<file path="src/rtl/rob.sv">
// Reorder buffer: in-order allocation and retirement, out-of-order completion,
// and branch-mispredict flush of every entry younger than the branch.
module rob #(
  parameter int unsigned ISSUE_WIDTH_MAX = 2,
  parameter int unsigned ROB_MAX_RETIRE  = 2,
  parameter int unsigned NUM_WB          = 2,
  parameter int unsigned ROB_SIZE        = 32,
  parameter int unsigned ROB_SIZE_CLOG   = 5,
  parameter int unsigned SRC_LEN         = 5,
  parameter int unsigned OPCODE_LEN      = 7
) (
  input  logic                                         clk,
  input  logic                                         rst,
  input  logic [ISSUE_WIDTH_MAX-1:0]                   instr_val_id,
  input  logic [ISSUE_WIDTH_MAX-1:0][OPCODE_LEN-1:0]   opcode_id,
  input  logic [ISSUE_WIDTH_MAX-1:0][SRC_LEN-1:0]      rd_id,
  input  logic [NUM_WB-1:0]                            wb_val,
  input  logic [NUM_WB-1:0][ROB_SIZE_CLOG-1:0]         wb_robid,
  input  logic                                         mispredict,
  input  logic [ROB_SIZE_CLOG-1:0]                     mispredict_tag,
  output logic [ROB_SIZE_CLOG-1:0]                     rob_is_ptr,
  output logic [ROB_SIZE_CLOG-1:0]                     rob_is_ptr_p1,
  output logic                                         rob_full,
  output logic [ROB_MAX_RETIRE-1:0][SRC_LEN-1:0]       rd_ret,
  output logic [ROB_MAX_RETIRE-1:0]                    val_ret,
  output logic [ROB_MAX_RETIRE-1:0]                    branch_ret,
  output logic [ROB_MAX_RETIRE-1:0][ROB_SIZE_CLOG-1:0] robid_ret
);

  localparam int unsigned CW = ROB_SIZE_CLOG + 1;
  localparam logic [OPCODE_LEN-1:0] SB_TYPE = OPCODE_LEN'(7'b1100011);
  localparam logic [OPCODE_LEN-1:0] S_TYPE  = OPCODE_LEN'(7'b0100011);

  typedef logic [ROB_SIZE_CLOG-1:0] ptr_t;
  typedef logic [CW-1:0]            cnt_t;

  logic [ROB_SIZE-1:0] valid_q, valid_n;
  logic [ROB_SIZE-1:0] done_q, done_n;
  logic [ROB_SIZE-1:0] nowrite_q, nowrite_n;
  logic [SRC_LEN-1:0]  rd_q [ROB_SIZE];
  logic [SRC_LEN-1:0]  rd_n [ROB_SIZE];
  ptr_t                head_q, head_n, tail_q, tail_n;
  cnt_t                count_q, count_n;

  logic [ROB_MAX_RETIRE-1:0]                    ret_c;
  logic [ROB_MAX_RETIRE-1:0][ROB_SIZE_CLOG-1:0] ret_ptr_c;
  cnt_t                                         ret_cnt;
  logic                                         ret_chain;

  logic                                          alloc_en;
  logic [ISSUE_WIDTH_MAX-1:0]                    alloc_go;
  logic [ISSUE_WIDTH_MAX-1:0][ROB_SIZE_CLOG-1:0] alloc_ptr;
  cnt_t                                          alloc_cnt;

  logic flush_c;
  ptr_t tag_dist;

  logic [ROB_MAX_RETIRE-1:0][SRC_LEN-1:0] rd_ret_n;
  logic [ROB_MAX_RETIRE-1:0]              branch_ret_n;

  // Issue-side status straight from registered pointers
  assign rob_is_ptr    = tail_q;
  assign rob_is_ptr_p1 = tail_q + ptr_t'(1);
  assign rob_full      = count_q > cnt_t'(ROB_SIZE - ISSUE_WIDTH_MAX);

  // Flush is honoured only when the branch entry is still live
  assign flush_c  = mispredict && valid_q[mispredict_tag];
  assign tag_dist = mispredict_tag - head_q;
  assign alloc_en = !rob_full && !mispredict;

  // In-order retire chain; entries younger than a flushing branch are squashed, not retired
  always_comb begin
    ret_c        = '0;
    ret_ptr_c    = '0;
    ret_cnt      = '0;
    ret_chain    = 1'b1;
    rd_ret_n     = '0;
    branch_ret_n = '0;
    for (int i = 0; i < ROB_MAX_RETIRE; i++) begin
      ret_ptr_c[i] = head_q + ptr_t'(i);
      if (ret_chain && valid_q[ret_ptr_c[i]] && done_q[ret_ptr_c[i]] &&
          !(flush_c && (ptr_t'(i) > tag_dist))) begin
        ret_c[i]        = 1'b1;
        ret_cnt         = ret_cnt + cnt_t'(1);
        rd_ret_n[i]     = rd_q[ret_ptr_c[i]];
        branch_ret_n[i] = nowrite_q[ret_ptr_c[i]];
      end else begin
        ret_chain = 1'b0;
      end
    end
  end

  // Slots pack onto consecutive robids starting at tail, skipping invalid slots
  always_comb begin
    alloc_go  = '0;
    alloc_ptr = '0;
    alloc_cnt = '0;
    for (int i = 0; i < ISSUE_WIDTH_MAX; i++) begin
      alloc_ptr[i] = tail_q + ptr_t'(alloc_cnt);
      if (alloc_en && instr_val_id[i]) begin
        alloc_go[i] = 1'b1;
        alloc_cnt   = alloc_cnt + cnt_t'(1);
      end
    end
  end

  // Entry next-state: completion, retire, flush (overrides completion), then allocation
  always_comb begin
    valid_n   = valid_q;
    done_n    = done_q;
    nowrite_n = nowrite_q;
    rd_n      = rd_q;
    for (int k = 0; k < NUM_WB; k++) begin
      if (wb_val[k] && valid_q[wb_robid[k]]) done_n[wb_robid[k]] = 1'b1;
    end
    for (int i = 0; i < ROB_MAX_RETIRE; i++) begin
      if (ret_c[i]) valid_n[ret_ptr_c[i]] = 1'b0;
    end
    if (flush_c) begin
      for (int e = 0; e < ROB_SIZE; e++) begin
        if (ptr_t'(ptr_t'(e) - head_q) > tag_dist) begin
          valid_n[e] = 1'b0;
          done_n[e]  = 1'b0;
        end
      end
    end
    for (int i = 0; i < ISSUE_WIDTH_MAX; i++) begin
      if (alloc_go[i]) begin
        valid_n[alloc_ptr[i]]   = 1'b1;
        done_n[alloc_ptr[i]]    = 1'b0;
        nowrite_n[alloc_ptr[i]] = (opcode_id[i] == SB_TYPE) || (opcode_id[i] == S_TYPE);
        rd_n[alloc_ptr[i]]      = rd_id[i];
      end
    end
  end

  // Pointer and occupancy next-state
  always_comb begin
    head_n = head_q + ptr_t'(ret_cnt);
    if (flush_c) begin
      tail_n  = mispredict_tag + ptr_t'(1);
      count_n = cnt_t'(tag_dist) + cnt_t'(1) - ret_cnt;
    end else begin
      tail_n  = tail_q + ptr_t'(alloc_cnt);
      count_n = count_q + alloc_cnt - ret_cnt;
    end
  end

  // State and registered retire bus
  always_ff @(posedge clk or negedge rst) begin
    if (!rst) begin
      valid_q    <= '0;
      done_q     <= '0;
      nowrite_q  <= '0;
      for (int e = 0; e < ROB_SIZE; e++) rd_q[e] <= '0;
      head_q     <= '0;
      tail_q     <= '0;
      count_q    <= '0;
      val_ret    <= '0;
      rd_ret     <= '0;
      robid_ret  <= '0;
      branch_ret <= '0;
    end else begin
      valid_q    <= valid_n;
      done_q     <= done_n;
      nowrite_q  <= nowrite_n;
      for (int e = 0; e < ROB_SIZE; e++) rd_q[e] <= rd_n[e];
      head_q     <= head_n;
      tail_q     <= tail_n;
      count_q    <= count_n;
      val_ret    <= ret_c;
      rd_ret     <= rd_ret_n;
      robid_ret  <= ret_c[0] ? ret_ptr_c & {ROB_MAX_RETIRE{{ROB_SIZE_CLOG{1'b1}}}} : '0;
      branch_ret <= branch_ret_n;
      for (int i = 0; i < ROB_MAX_RETIRE; i++) begin
        if (!ret_c[i]) robid_ret[i] <= '0;
      end
    end
  end

endmodule

</file>
<file path="config.mk">
export PLATFORM = sky130hd
export DESIGN_NAME = rob
export DESIGN_NICKNAME = d
export VERILOG_FILES = /design/src/rtl/rob.sv
export SDC_FILE = /design/constraint.sdc
export NUM_CORES = 1
export LEC_CHECK = 0
export BUFFER_PORTS_ARGS = -buffer_cell sky130_fd_sc_hd__buf_2
export CELL_PAD_IN_SITES_DETAIL_PLACEMENT = 0
export CELL_PAD_IN_SITES_GLOBAL_PLACEMENT = 1
export CORE_ASPECT_RATIO = 0.7
export CORE_MARGIN = 2
export CORE_UTILIZATION = 45
export DETAILED_ROUTE_END_ITERATION = 8
export GPL_TIMING_DRIVEN = 0
export PLACE_DENSITY_LB_ADDON = 0.1
export SLEW_MARGIN = 10
export SYNTH_ARGS = -nofsm -noshare
export SYNTH_HDL_FRONTEND = slang
export SYNTH_SLANG_ARGS = --single-unit
</file>
<file path="constraint.sdc">
create_clock -name clk -period 11.3 [get_ports clk]
set_input_delay 1.695 -clock clk [delete_from_list [all_inputs] [get_ports clk]]
set_output_delay 1.695 -clock clk [all_outputs]
set_load 0.01 [all_outputs]
</file>
==> metrics.txt, run 1 <==
final hold violation count 0; RSZ-0062 raised after global routing false; maximum vdd ir drop 0.142 mV; Async SR Flop Fraction 1.00; cell repeated most along the worst path sky130_fd_sc_hd__ha_1; clock-pin slew reported for the worst setup and hold paths after clock tree synthesis 0.06 ns; slew at the pin with the worst max-slew slack 1.44 ns; DRT Pass-1 Iters 7; Top Family by Delay on Critical Path buffers and inverters; via count of the first global-routing pass 18,800; Routed Antenna Nets 0; stage delay of the slowest cell on the critical path 1.04 ns; WP buf/inv 6; register bit total from synthesis 296; hold path depth 2; Iteration-0 DRC Markers 2,622; final worst-path cycle share 0.787; reported max-cap violation count 0; startpoint kind of the worst setup timing path input port; classification of the worst setup path in2reg; standby leakage power 11.4 nW; area of the die 49,900 µm²; Net Count, Synth 2,357; number of antenna violations at the first check in global routing 3; hold_sp done_q[19]$_DFF_PN0_; Synth-to-Final Area Change 11.8%; global route overflow 0; peak fanout along the critical path 10; Clk Tree Root Cell sky130_fd_sc_hd__clkbuf_16; Final Critical Period 8.89 ns; outcome completed; maximum number of pins on one net before global-route repair 85; clock tree buffer depth 3; starting utilization of the core area 0.454; I/O pin count 81; gpl congestion 1.02; post-cts repair resize count 0; final cell count without fillers 2,962; CORE AREA 47,700 µm²; FF-to-FF Start head_q[3]$_DFF_PN0_; total wirelength of the detailed-routed design 96.2 mm; DRC viols 0; CP max-delay cell sky130_fd_sc_hd__clkbuf_1; number of enable-type register cells in the synthesized netlist 0; number of port buffers 77; number of warnings reported in the yosys synthesis log 0; most frequently used flop master after synthesis sky130_fd_sc_hd__dfrtp_1; number of cells traversed by the worst register-to-register path 24; buffers inserted by post-CTS timing repair 0; total global-route track usage 0.388; total number of vias 19,700; count of unique library cells instantiated by Yosys 64; count of H-tree levels built during CTS 2; Avg Inst Size Synth 9.88 µm²; power per standard cell area 236 nW/µm²; required time reported for the critical path endpoint 11.71 ns; Routed wire per std cell 32.5 µm; cell count after placement 2,898; endpoint kind of the worst setup timing path flop; critical path arrival 9.30 ns; source-to-sink clock delay at the later pin of the worst-skew pair 0.56 ns; setup slack of the most critical reg-to-reg path 2.81 ns; clock tree skew after final layout 0.0173 ns; Fillers 4,480; worst hold path class reg2reg; total of hold buffers inserted after clock tree synthesis 0; critical register-to-register path endpoint count_q[5]$_DFF_PN0_; clock buffers created by TritonCTS 35; detailed-route vias per instance 6.64; share of layout cells above drive strength 1 0.141; hold-critical path endpoint done_q[19]$_DFF_PN0_; Total Power Consumption 5.72 mW; Post-layout nets 2,479; normalized max-slew margin 0.0324; number of cells produced by synthesis 2,192; die outline width 266 µm; combined area of all synthesized cells 21,700 µm²; # rows 67; Fmax achieved 0.112 GHz; die height 188 µm; TritonCTS clock tree yes; global-route wire length before repair 138 mm; detailed-placement wirelength estimate 74.9 mm; clock sink count 296; Seq/Total Area, Yosys 0.342; number of setup violations in the final report 0; max-slew violation count 0
[synth_stat cells (17+ instances only)]
cell / n / area, µm²
sky130_fd_sc_hd__a211oi_1: 17 / 128
sky130_fd_sc_hd__a21o_1: 19 / 143
sky130_fd_sc_hd__a21oi_1: 171 / 856
sky130_fd_sc_hd__a221oi_1: 30 / 263
sky130_fd_sc_hd__and3_1: 17 / 106
sky130_fd_sc_hd__buf_1: 24 / 90.1
sky130_fd_sc_hd__clkbuf_1: 125 / 469
sky130_fd_sc_hd__dfrtp_1: 296 / 7410
sky130_fd_sc_hd__ha_1: 115 / 1440
sky130_fd_sc_hd__inv_1: 71 / 267
sky130_fd_sc_hd__mux2i_1: 196 / 1960
sky130_fd_sc_hd__mux4_2: 156 / 3510
sky130_fd_sc_hd__nand2_1: 283 / 1060
sky130_fd_sc_hd__nand2b_1: 24 / 150
sky130_fd_sc_hd__nand3_1: 33 / 165
sky130_fd_sc_hd__nor2_1: 180 / 676
sky130_fd_sc_hd__nor2b_1: 17 / 106
sky130_fd_sc_hd__nor3_1: 48 / 240
sky130_fd_sc_hd__o21ai_0: 98 / 490
sky130_fd_sc_hd__o21ai_1: 41 / 205
sky130_fd_sc_hd__xnor2_1: 38 / 333
[cells by family after synthesis]
kind of cell	share of synthesized area
mux	0.257
buf+inv	0.0430
flops	0.342
fa+ha+maj	0.0701
simple gates	0.136
xor+xnor	0.0202
compound gates	0.132
[power by group]
group / internal, mW / switching (mW)
sequential: 1.40 / 0.393
clock: 0.725 / 0.506
combinational: 1.14 / 1.56
[layout make-up]
class,count,area [µm²],share of cell area
sequential,296,7410,0.306
antenna,2,5.00,0.000207
multi-input combinational,1656,13400,0.552
buffer,163,646,0.0267
tap,621,777,0.0321
clock inverter,9,163,0.00672
timing repair buffer,85,534,0.0221
clock buffer,53,1030,0.0427
inverter,77,289,0.0119
[cells in the final DEF (no fill, tap or decap), types with 5 or more instances in the layout]
| cell | count |
|---|---|
| sky130_fd_sc_hd__dfrtp_1 | 296 |
| sky130_fd_sc_hd__nand2_1 | 283 |
| sky130_fd_sc_hd__mux2i_1 | 196 |
| sky130_fd_sc_hd__nor2_1 | 180 |
| sky130_fd_sc_hd__a21oi_1 | 171 |
| sky130_fd_sc_hd__mux4_2 | 156 |
| sky130_fd_sc_hd__clkbuf_1 | 133 |
| sky130_fd_sc_hd__ha_1 | 115 |
| sky130_fd_sc_hd__o21ai_0 | 97 |
| sky130_fd_sc_hd__buf_2 | 88 |
| sky130_fd_sc_hd__inv_1 | 71 |
| sky130_fd_sc_hd__nor3_1 | 48 |
| sky130_fd_sc_hd__o21ai_1 | 42 |
| sky130_fd_sc_hd__xnor2_1 | 36 |
| sky130_fd_sc_hd__clkbuf_16 | 36 |
| sky130_fd_sc_hd__nand3_1 | 33 |
| sky130_fd_sc_hd__a221oi_1 | 30 |
| sky130_fd_sc_hd__nand2b_1 | 24 |
| sky130_fd_sc_hd__buf_1 | 23 |
| sky130_fd_sc_hd__a21o_1 | 19 |
| sky130_fd_sc_hd__and3_1 | 17 |
| sky130_fd_sc_hd__nor2b_1 | 17 |
| sky130_fd_sc_hd__a211oi_1 | 16 |
| sky130_fd_sc_hd__o311ai_1 | 15 |
| sky130_fd_sc_hd__o211ai_1 | 15 |
| sky130_fd_sc_hd__o21bai_1 | 14 |
| sky130_fd_sc_hd__and2_1 | 13 |
| sky130_fd_sc_hd__nor3b_1 | 12 |
| sky130_fd_sc_hd__xor2_1 | 11 |
| sky130_fd_sc_hd__and4_1 | 11 |
| sky130_fd_sc_hd__a311o_1 | 11 |
| sky130_fd_sc_hd__buf_6 | 7 |
| sky130_fd_sc_hd__clkbuf_8 | 7 |
| sky130_fd_sc_hd__inv_2 | 6 |
| sky130_fd_sc_hd__a2111oi_0 | 6 |
| sky130_fd_sc_hd__a221o_1 | 5 |
[sequential cells by signal, indices dropped and copies added, names as in the netlist]
signal	cells
rd_ret	10
rob_is_ptr	5
valid_q	32
done_q	32
rd_q	160
val_ret	2
robid_ret	10
branch_ret	2
head_q	5
nowrite_q	32
count_q	6
[stage by stage]
stage               area [µm²]  utilization  setup TNS, ns  hold WS, ns  setup WS, ns
floorplan                21700            -              0        0.472          3.37
global route             24200        0.508              0        0.557          2.19
detailed placement       23000        0.482              0        0.507          2.10
finish                   24200        0.508              0        0.531          2.41
CTS                      24200        0.508              0        0.520          2.66
global placement         22800        0.478         -0.597        0.499        -0.371
[worst max path at each step]
| stage | start | to | slack [ns] | depth (start not counted) |
|---|---|---|---|---|
| finish | mispredict_tag[0] | count_q[5]$_DFF_PN0_ | 2.41 | 25 |
| global route | mispredict_tag[0] | count_q[5]$_DFF_PN0_ | 2.19 | 25 |
| CTS | mispredict_tag[0] | count_q[5]$_DFF_PN0_ | 2.66 | 25 |
| detailed placement | mispredict_tag[0] | count_q[5]$_DFF_PN0_ | 2.10 | 25 |
| global placement | mispredict_tag[0] | count_q[5]$_DFF_PN0_ | -0.37 | 25 |
| floorplan | mispredict_tag[0] | count_q[5]$_DFF_PN0_ | 3.37 | 24 |
[layer usage]
layer  part of all wire  track usage  routed length, µm  vias up
met5             0.0012       0.0125                114        -
met4              0.018       0.0720               1770        6
met3               0.15        0.168              14500      138
met2               0.38        0.491              36300     1271
met1               0.45        0.604              43500     9973
li1                   -            -                  -     8276
[worst min-delay path, delay by kind of cell (launching register included)]
kind,cells,cell delay [ns]
DFF,1,0.34
and+or+nand+nor,1,0.10
AOI/OAI and AO/OA,1,0.05
Note: power is estimated with default switching activity, not from simulation.
==> run 2: changes to the inputs <==
clock period = 8.6 ns   (was 11.3 ns; I/O delays follow)
==> run 2 against run 1 <==
Count of clock-buffer cells in the layout unchanged. Critical path depth down 1. Cell count unchanged. Hold slack worse by 0.0064 ns. Wire length about the same. Global-route usage unchanged. Critical endpoint unchanged. Setup slack worse by 1.8 ns. Total power up 31%. Via count about the same. Sequential power up 31%.
==> metrics.txt, run 2 (same netlist as run 1, synthesis figures left out) <==
hold path depth 2; total global-route track usage 0.388; worst hold margin 0.524 ns; power per standard cell area 310 nW/µm²; Clk Tree Root Cell sky130_fd_sc_hd__clkbuf_16; Iteration-0 DRC Markers 2,677; gpl congestion 1.02; critical path arrival 8.44 ns; setup slack of the most critical reg-to-reg path 0.58 ns; clock tree skew after final layout 0.0144 ns; detailed-route vias per instance 6.64; CP max-delay cell sky130_fd_sc_hd__clkdlybuf4s15_1; final worst-path cycle share 0.933; cell repeated most along the worst path sky130_fd_sc_hd__ha_1; share of layout cells above drive strength 1 0.141; total of hold buffers inserted after clock tree synthesis 0; die height 188 µm; clock buffers created by TritonCTS 35; busiest layer in global routing met1; met1 layer usage reported by global route 0.604; GR Layer Usage met3 0.168; normalized max-slew margin 0.0279; Synth-to-Final Area Change 11.9%; cell count after placement 2,898; outcome completed; crit-path cells clkbuf_1 > inv_2 > clkbuf_2 > ha_1 > a21oi_1 > xnor2_2 > ha_1 > nand3_1 > nor3_2 > a21bo_1 > clkbuf_1 > clkbuf_2 > clkdlybuf4s15_1 > inv_2 > ha_1 > xnor2_1 > ha_1 > ha_1 > a21o_1 > a21oi_1 > o21bai_1 > a21oi_1 > xor2_1 > a21oi_1; stage delay of the slowest cell on the critical path 0.99 ns; met2 Resource Use GR 0.491; FF-to-FF Start head_q[3]$_DFF_PN0_; reported max-cap violation count 0; final cell count without fillers 2,962; slew at the pin with the worst max-slew slack 1.45 ns; global route overflow 0; source-to-sink clock delay at the later pin of the worst-skew pair 0.55 ns; clock-pin slew reported for the worst setup and hold paths after clock tree synthesis 0.07 ns; endpoint kind of the worst setup timing path flop; critical register-to-register path endpoint count_q[5]$_DFF_PN0_; clock sink count 296; standby leakage power 11.4 nW; clock tree buffer depth 3; global-route wire length before repair 138 mm; worst hold path class reg2reg; Post-layout nets 2,479; number of setup violations in the final report 0; peak fanout along the critical path 15; WP buf/inv 7; Routed wire per std cell 32.5 µm; via count of the first global-routing pass 18,800; hold_sp done_q[19]$_DFF_PN0_; Total Power Consumption 7.52 mW; hold-critical path endpoint done_q[19]$_DFF_PN0_; number of antenna violations at the first check in global routing 3; total wirelength of the detailed-routed design 96.1 mm; starting utilization of the core area 0.454; # rows 67; classification of the worst setup path reg2reg; Top Family by Delay on Critical Path buffers and inverters; most common cell after layout, fill and taps aside sky130_fd_sc_hd__dfrtp_1; maximum number of pins on one net before global-route repair 85; number of cells traversed by the worst register-to-register path 24; DRT Pass-1 Iters 6; DRC viols 0; RSZ-0062 raised after global routing false; final hold violation count 0; register name with the most flops rd_q; Fmax achieved 0.125 GHz; count of H-tree levels built during CTS 2; number of port buffers 77; TritonCTS clock tree yes; I/O pin count 81; max-slew violation count 0; Routed Antenna Nets 0; top library cells by usage in the layout, fill and taps aside 296 x sky130_fd_sc_hd__dfrtp_1, 283 x sky130_fd_sc_hd__nand2_1, 196 x sky130_fd_sc_hd__mux2i_1; required time reported for the critical path endpoint 9.01 ns; startpoint kind of the worst setup timing path flop; maximum vdd ir drop 0.187 mV; total number of vias 19,700; Final Critical Period 8.02 ns; detailed-placement wirelength estimate 74.9 mm; flip-flop count of the largest register after layout 160; CORE AREA 47,700 µm²; area of the die 49,900 µm²; die outline width 266 µm
[run 2: how the worst max path moves through the flow]
| stage | start | to | slack [ns] | depth (start not counted) |
|---|---|---|---|---|
| 3_3_place_gp | mispredict_tag[0] | count_q[5]$_DFF_PN0_ | -2.67 | 25 |
| 5_1_grt | head_q[3]$_DFF_PN0_ | count_q[5]$_DFF_PN0_ | 0.35 | 24 |
| 6_report | head_q[3]$_DFF_PN0_ | count_q[5]$_DFF_PN0_ | 0.58 | 24 |
| 3_5_place_dp | mispredict_tag[0] | count_q[5]$_DFF_PN0_ | -0.19 | 25 |
| 4_1_cts | head_q[3]$_DFF_PN0_ | count_q[5]$_DFF_PN0_ | 0.33 | 24 |
| 2_1_floorplan | mispredict_tag[0] | count_q[5]$_DFF_PN0_ | 1.08 | 24 |
[run 2: cell type report]
cell class	instances	area [µm²]
Fill cell	4479	23500
Multi-Input combinational cell	1656	13400
Sequential cell	296	7410
Clock buffer	53	1030
Tap cell	621	777
Buffer	163	653
Timing Repair Buffer	85	534
Inverter	77	289
Clock inverter	9	163
Antenna cell	2	5.00
[run 2: metal layers]
metal | vias to the layer above | share of wire | wire length, µm
li1 | 8275 | - | -
met1 | 10000 | 0.45 | 43200
met2 | 1257 | 0.38 | 36400
met3 | 120 | 0.15 | 14700
met4 | 6 | 0.017 | 1680
met5 | - | 0.0012 | 114
[run 2: power by group]
part | switching (mW) | internal (mW)
Sequential | 0.517 | 1.84
Clock | 0.666 | 0.953
Combinational | 2.05 | 1.49
[run 2: timing repair]
action                                  4_1_cts  5_1_grt
endpoints found under the setup margin        0        1
resized for setup                             0        4
setup buffers                                 0        0
[run 2: tightest hold or removal path, delay by kind of cell, from the launching register on]
| family | cells | cell delay [ns] |
|---|---|---|
| flip-flops | 1 | 0.34 |
| AND/OR/NAND/NOR | 1 | 0.09 |
| AO/OA/AOI/OAI | 1 | 0.05 |
[run 2: metrics by stage]
stage / setup TNS, ns / setup WS [ns] / area [µm²] / utilization
after floorplan: 0 / 1.08 / 21700 / -
after global placement: -28.73 / -2.67 / 22800 / 0.478
after detailed placement: -0.194 / -0.194 / 23000 / 0.482
after CTS: 0 / 0.331 / 24200 / 0.508
after global routing: 0 / 0.348 / 24200 / 0.508
final: 0 / 0.579 / 24200 / 0.508
